[src/rtl/digit_entry_pkg.sv]
// Shared types, defaults and the modulo step helper for the code-entry counter.
package digit_entry_pkg;

  typedef enum logic {
    ST_ENTRY,
    ST_DONE
  } state_e;

  localparam int DEF_NUM_DIGITS = 4;
  localparam int DEF_RADIX      = 10;
  localparam int DEF_DIGIT_W    = 4;

  function automatic logic [7:0] mod_step(
    input logic [7:0] d,
    input logic       up,
    input logic [7:0] radix
  );
    if (up)
      return (d == radix - 8'd1) ? 8'd0 : d + 8'd1;
    return (d == 8'd0) ? radix - 8'd1 : d - 8'd1;
  endfunction

endpackage

[src/rtl/digit_entry_counter_btn_edge_detect.sv]
// Rising-edge detector for one debounced button level.
// A button held high through reset release must drop before it can fire.
module btn_edge_detect (
  input  logic clk,
  input  logic rst,
  input  logic btn,
  output logic evt
);

  logic btn_q, btn_d;
  logic arm_q, arm_d;

  always_comb begin
    btn_d = btn;
    arm_d = arm_q | ~btn;
  end

  always_ff @(posedge clk or posedge rst) begin
    if (rst) begin
      btn_q <= 1'b0;
      arm_q <= 1'b0;
    end else begin
      btn_q <= btn_d;
      arm_q <= arm_d;
    end
  end

  assign evt = btn & ~btn_q & arm_q;

endmodule

[src/rtl/digit_entry_counter.sv]
// Multi-digit code-entry counter for the lock front panel.
// Define CODE_TIMEOUT_EN to add the inactivity clear and timeout_clr port.
module digit_entry_counter
  import digit_entry_pkg::*;
#(
  parameter int NUM_DIGITS  = DEF_NUM_DIGITS,
  parameter int RADIX       = DEF_RADIX,
  parameter int DIGIT_W     = DEF_DIGIT_W,
  parameter int TIMEOUT_CYC = 1000,
  localparam int AW = (NUM_DIGITS > 1) ? $clog2(NUM_DIGITS) : 1
) (
  input  logic                          clk_slow,
  input  logic                          rst,
  input  logic                          btn_inc,
  input  logic                          btn_dec,
  input  logic                          btn_confirm,
  input  logic                          btn_clear,
  output logic [NUM_DIGITS*DIGIT_W-1:0] digits,
  output logic [AW-1:0]                 active_digit,
  output logic                          entry_done,
  output logic                          code_valid
`ifdef CODE_TIMEOUT_EN
  ,
  output logic                          timeout_clr
`endif
);

  localparam logic [AW-1:0] LAST = AW'(NUM_DIGITS - 1);

  if (NUM_DIGITS < 2 || NUM_DIGITS > 8 ||
      RADIX < 2 || RADIX > 16 ||
      DIGIT_W > 8 || (1 << DIGIT_W) < RADIX ||
      TIMEOUT_CYC < 1) begin : g_bad_cfg
    $error("digit_entry_counter: illegal parameters");
  end

  logic ev_inc, ev_dec, ev_cfm, ev_clr;

  btn_edge_detect u_inc (
    .clk(clk_slow), .rst(rst),
    .btn(btn_inc), .evt(ev_inc)
  );
  btn_edge_detect u_dec (
    .clk(clk_slow), .rst(rst),
    .btn(btn_dec), .evt(ev_dec)
  );
  btn_edge_detect u_cfm (
    .clk(clk_slow), .rst(rst),
    .btn(btn_confirm), .evt(ev_cfm)
  );
  btn_edge_detect u_clr (
    .clk(clk_slow), .rst(rst),
    .btn(btn_clear), .evt(ev_clr)
  );

  state_e                             state_q, state_d;
  logic [NUM_DIGITS-1:0][DIGIT_W-1:0] dig_q, dig_d;
  logic [AW-1:0]                      act_q, act_d;
  logic                               done_q, done_d;
  logic                               tmo_hit;

`ifdef CODE_TIMEOUT_EN
  localparam int TW = $clog2(TIMEOUT_CYC + 1);

  logic [TW-1:0] cnt_q, cnt_d;
  logic          any_ev;

  assign any_ev  = ev_inc | ev_dec | ev_cfm | ev_clr;
  assign tmo_hit = (cnt_q == TW'(TIMEOUT_CYC));

  always_comb begin
    cnt_d = cnt_q;
    if (state_q != ST_ENTRY || tmo_hit || any_ev)
      cnt_d = '0;
    else if (act_q != '0 || dig_q != '0)
      cnt_d = cnt_q + 1'b1;
  end

  always_ff @(posedge clk_slow or posedge rst) begin
    if (rst) cnt_q <= '0;
    else     cnt_q <= cnt_d;
  end

  assign timeout_clr = tmo_hit;
`else
  assign tmo_hit = 1'b0;
`endif

  always_comb begin
    state_d = state_q;
    dig_d   = dig_q;
    act_d   = act_q;
    done_d  = 1'b0;
    if (ev_clr || tmo_hit) begin
      state_d = ST_ENTRY;
      dig_d   = '0;
      act_d   = '0;
    end else if (state_q == ST_ENTRY) begin
      // simultaneous inc and dec cancel each other
      if (ev_inc ^ ev_dec) begin
        for (int i = 0; i < NUM_DIGITS; i++) begin
          if (act_q == AW'(i))
            dig_d[i] = DIGIT_W'(mod_step(8'(dig_q[i]),
                                         ev_inc, 8'(RADIX)));
        end
      end
      if (ev_cfm) begin
        if (act_q == LAST) begin
          state_d = ST_DONE;
          done_d  = 1'b1;
        end else begin
          act_d = act_q + 1'b1;
        end
      end
    end else if (ev_cfm) begin
      state_d = ST_ENTRY;
      dig_d   = '0;
      act_d   = '0;
    end
  end

  always_ff @(posedge clk_slow or posedge rst) begin
    if (rst) begin
      state_q <= ST_ENTRY;
      dig_q   <= '0;
      act_q   <= '0;
      done_q  <= 1'b0;
    end else begin
      state_q <= state_d;
      dig_q   <= dig_d;
      act_q   <= act_d;
      done_q  <= done_d;
    end
  end

  assign digits       = dig_q;
  assign active_digit = act_q;
  assign entry_done   = done_q;
  assign code_valid   = (state_q == ST_DONE);

endmodule

[config.mk]
export PLATFORM = sky130hd
export DESIGN_NAME = digit_entry_counter
export DESIGN_NICKNAME = d
export VERILOG_FILES = /design/src/rtl/digit_entry_pkg.sv /design/src/rtl/digit_entry_counter_btn_edge_detect.sv /design/src/rtl/digit_entry_counter.sv
export SDC_FILE = /design/constraint.sdc
export NUM_CORES = 1
export LEC_CHECK = 0
export CAP_MARGIN = 10
export CORE_MARGIN = 3
export CORE_UTILIZATION = 23
export CTS_CLUSTER_DIAMETER = 80
export CTS_CLUSTER_SIZE = 24
export DETAILED_ROUTE_END_ITERATION = 8
export GPL_ROUTABILITY_DRIVEN = 0
export HOLD_SLACK_MARGIN = 0.06
export PLACE_DENSITY = 0.46
export REMOVE_ABC_BUFFERS = 1
export SLEW_MARGIN = 20
export SYNTH_ARGS = -nofsm -noshare
export SYNTH_HDL_FRONTEND = slang
export SYNTH_SLANG_ARGS = --single-unit
export TNS_END_PERCENT = 5
[constraint.sdc]
create_clock -name clk_slow -period 1.59 [get_ports clk_slow]
set_input_delay 0.159 -clock clk_slow [delete_from_list [all_inputs] [get_ports clk_slow]]
set_output_delay 0.159 -clock clk_slow [all_outputs]
set_load 0.005 [all_outputs]
==> results of run 1 <==
-- metal layers --
layer	vias to the layer above	track usage
li1	947	-
met1	883	0.1460
met2	27	0.1669
met3	2	0.009200
met4	0	0.02206
met5	-	0
-- through the flow --
| stage | setup TNS, ps | power [mW] |
|---|---|---|
| 3_3_place_gp | -3506 | 2.886 |
| 5_1_grt | -940.4 | 3.682 |
| 6_report | -40.51 | 3.385 |
| 2_1_floorplan | -2714 | 2.013 |
| 4_1_cts | -359.4 | 3.321 |
| 3_5_place_dp | -3863 | 2.886 |
-- cell usage in the layout (no fill, tap or decap), types with 4 or more instances in the layout --
cell type        instances
a211oi_1                 5
a21o_1                   4
a21oi_1                 11
buf_4                   47
clkdlybuf4s50_1         25
dfrtp_1                 27
ha_1                    20
inv_1                   17
nand2_1                 21
nand2b_1                 8
nand3_1                 12
nand3b_1                 5
nor2_1                  10
nor3_1                   8
o21ai_0                 14
o21ai_1                  5
o31ai_1                  4
-- critical path, stage by stage, from the launching register on --
cell,delay [ps]
dfrtp_1,380
and3b_2,350
xnor2_4,120
buf_6,140
and2b_4,180
buf_4,130
a32o_1,240
-- cells in the mapped netlist, drive strengths merged (2+ instances only) --
library cell   n  area (um^2)
inv           17        63.81
a22o           2        17.52
o31ai          5        37.54
a211oi         5        37.54
o21ai         20        103.9
and3           3        18.77
nand3         12        60.06
nor3           8        40.04
a21oi         15        75.07
nand2b         8        50.05
or3            2        12.51
ha            20        250.2
buf            3        21.27
nor2          10        37.54
dfrtp         28        700.7
a21o           4        30.03
nand2         22        85.09
nand3b         5        37.54
and3b          2        17.52
a31oi          5        46.29
nor2b          5        31.28
o211ai         2        15.01
-- layout make-up --
cell class	instances	area (um^2)
flip-flops and latches	28	701.9
multi-input cells	172	1260
repair buffers	75	636.9
well taps	105	131.4
clock buffers	3	41.29
fillers	864	5423
inverters	17	63.81
-- timing repair --
| item | in CTS | in global routing |
|---|---|---|
| pin swaps | 2 | 7 |
| cloned | 0 | 0 |
| gates resized for setup | 4 | 22 |
| setup buffers | 0 | 6 |
| endpoints found under the setup margin | 14 | 18 |
-- path summary, 6_finish.rpt --
check                                       from                      to  slack (ps)  depth (start not counted)
min in group clk_slow      u_dec.arm_q$_DFF_PP0_   u_dec.arm_q$_DFF_PP0_         470                          1
min                                          rst   u_inc.arm_q$_DFF_PP0_         250                          3
max                        u_inc.btn_q$_DFF_PP0_   digits[6]$_DFFE_PP0P_         -40                          6
max in group asynchronous                    rst  digits[12]$_DFFE_PP0P_        1050                          3
min reg2reg                u_dec.arm_q$_DFF_PP0_   u_dec.arm_q$_DFF_PP0_         470                          1
max reg2reg                u_inc.btn_q$_DFF_PP0_   digits[6]$_DFFE_PP0P_         -40                          6
-- kinds of logic after synthesis --
group           after synthesis  synth area share
simple gates                 81            0.2152
buf+inv                      21           0.04519
xor+xnor                      1           0.01401
flops                        28            0.3565
mux                           1          0.005093
compound gates               69            0.2368
fa+ha+maj                    20            0.1273
-- power by group through the flow --
stage	Combinational [mW]	Sequential (mW)	Clock (mW)
after floorplan	0.942	1.07	0
final	1.97	1.03	0.393
after detailed placement	1.86	1.03	0
after CTS	1.88	1.02	0.420
after global placement	1.85	1.04	0
after global routing	2.19	1.06	0.441
==> summary.md, run 1 <==
| Metric | Value |
|---|---|
| Total CTS buffers | `3` |
| Power per cell area | `1194 mW/mm^2` |
| Placed cell areas | `0.002673 mm^2` |
| Placeable Area | `0.008258 mm^2` |
| Seq cells post-synth | `28` |
| Synth Flop Type | `dfrtp_1` |
| Final setup viols | `1` |
| Vias per cell | `4.648` |
| Vias in the first global route | `1,737` |
| First-pass GRT wire length | `8252 um` |
| Number of synthesized flops with an enable pin | `0` |
| Die X | `98.45 um` |
| Max frequency | `0.6133 GHz` |
| Status | `finished, violations left` |
| Comb pwr share | `0.581` |
| Max-slew violations | `0` |
| Post-route setup slack | `-40.51 ps` |
| Max IR drop VDD | `0.0003301 V` |
| Post-Syn Area | `0.001966 mm^2` |
| Crit path arrival time | `1800 ps` |
| Largest net degree at the start of global routing | `29` |
| Worst-Skew Late Latency | `270 ps` |
| Hold crit path type | `input pin to async pin` |
| PortBufs | `25` |
| Reg power frac | `0.303` |
| Failing checks | `setup timing` |
| Number of DRC markers in iteration 0 | `38` |
| Overflow after GRT | `0` |
| Max reg flops | `16` |
| Initial core utilization | `0.2380` |
| FP Rows | `33` |
| Ys Warns | `0` |
| Die area | `0.009691 mm^2` |
| CTS H-tree lvls | `1` |
| DRC | `0` |
| P_leak | `1.262 nW` |
| Clock Sinks | `28` |
| Initial antenna violation count | `0` |
| GRT Overall Usage | `0.1017` |
| Hold_ws | `249.0 ps` |
| Final #Nets | `323` |
| Fraction of layout cells with a size suffix above 1 | `0.2441` |
| Req. time, crit path | `1760 ps` |
| Met3 routed WL | `144 um` |
| Int Pwr | `2.062 mW` |
| Endpoints failing hold | `0` |
| CTS tree | `yes` |
| Drt wl/cell | `12.51 um` |
| Startpoint Class | `flip-flop` |
| Clock root cell | `clkbuf_8` |
| Psw | `1.322 mW` |
| Worst-path clk slew | `100 ps` |
| Net Sw Frac | `0.3907` |
| Post-layout instance area | `0.002835 mm^2` |
| ANT nets after route | `0` |
| Cells after DPL | `392` |
| Final cell count without fillers | `400` |
| Top layer used by detailed routing | `met4` |
| Final core occ | `0.3433` |
| Met2 wire len | `2399 um` |
| Setup WS pre-CTS | `-315.0 ps` |
| DRT met1 WL | `2434 um` |
| RSZ-0062 raised after global routing | `yes` |
| Slew @ Worst Pin | `430.6 ps` |
| Setup CP Type | `flip-flop to flip-flop` |
| Cell variety after synth | `44` |
| Detailed Route WL | `5003 um` |
| Syn Area/Cell | `8.894 um^2` |
| Seq/Total Area, Yosys | `0.3565` |
| Minimum clock period | `1631 ps` |
| # hold bufs at CTS | `0` |
| Layout Area Growth over Synthesis | `44.24%` |
| Final period util | `1.025` |
| I/O Pins | `26` |
| CP endpoint kind | `flip-flop` |
| Clock Skew | `2.894 ps` |
| Via count | `1,859` |
| Max-slew headroom | `0.7084` |
| Antenna diodes | `0` |
| First-pass DRT Iterations | `4` |
| Clock power share | `0.116` |
| Die Height | `98.45 um` |
| Post-Syn Instances | `221` |
| Max-Cap Viols | `0` |
| Crit path max fanout | `6` |
| Asr flop ratio synth | `1.000` |
| Hpwl dp | `3841 um` |
| Maximum clock insertion buffer count | `2` |
Note: power is estimated with default switching activity, not from simulation.
==> run 2: changes to the inputs <==
CTS_BUF_LIST = sky130_fd_sc_hd__clkbuf_4 sky130_fd_sc_hd__clkbuf_8 sky130_fd_sc_hd__clkbuf_16   (was unset)
==> results of run 2 <==
Final layout, timing and power as in run 1 (identical DEF).
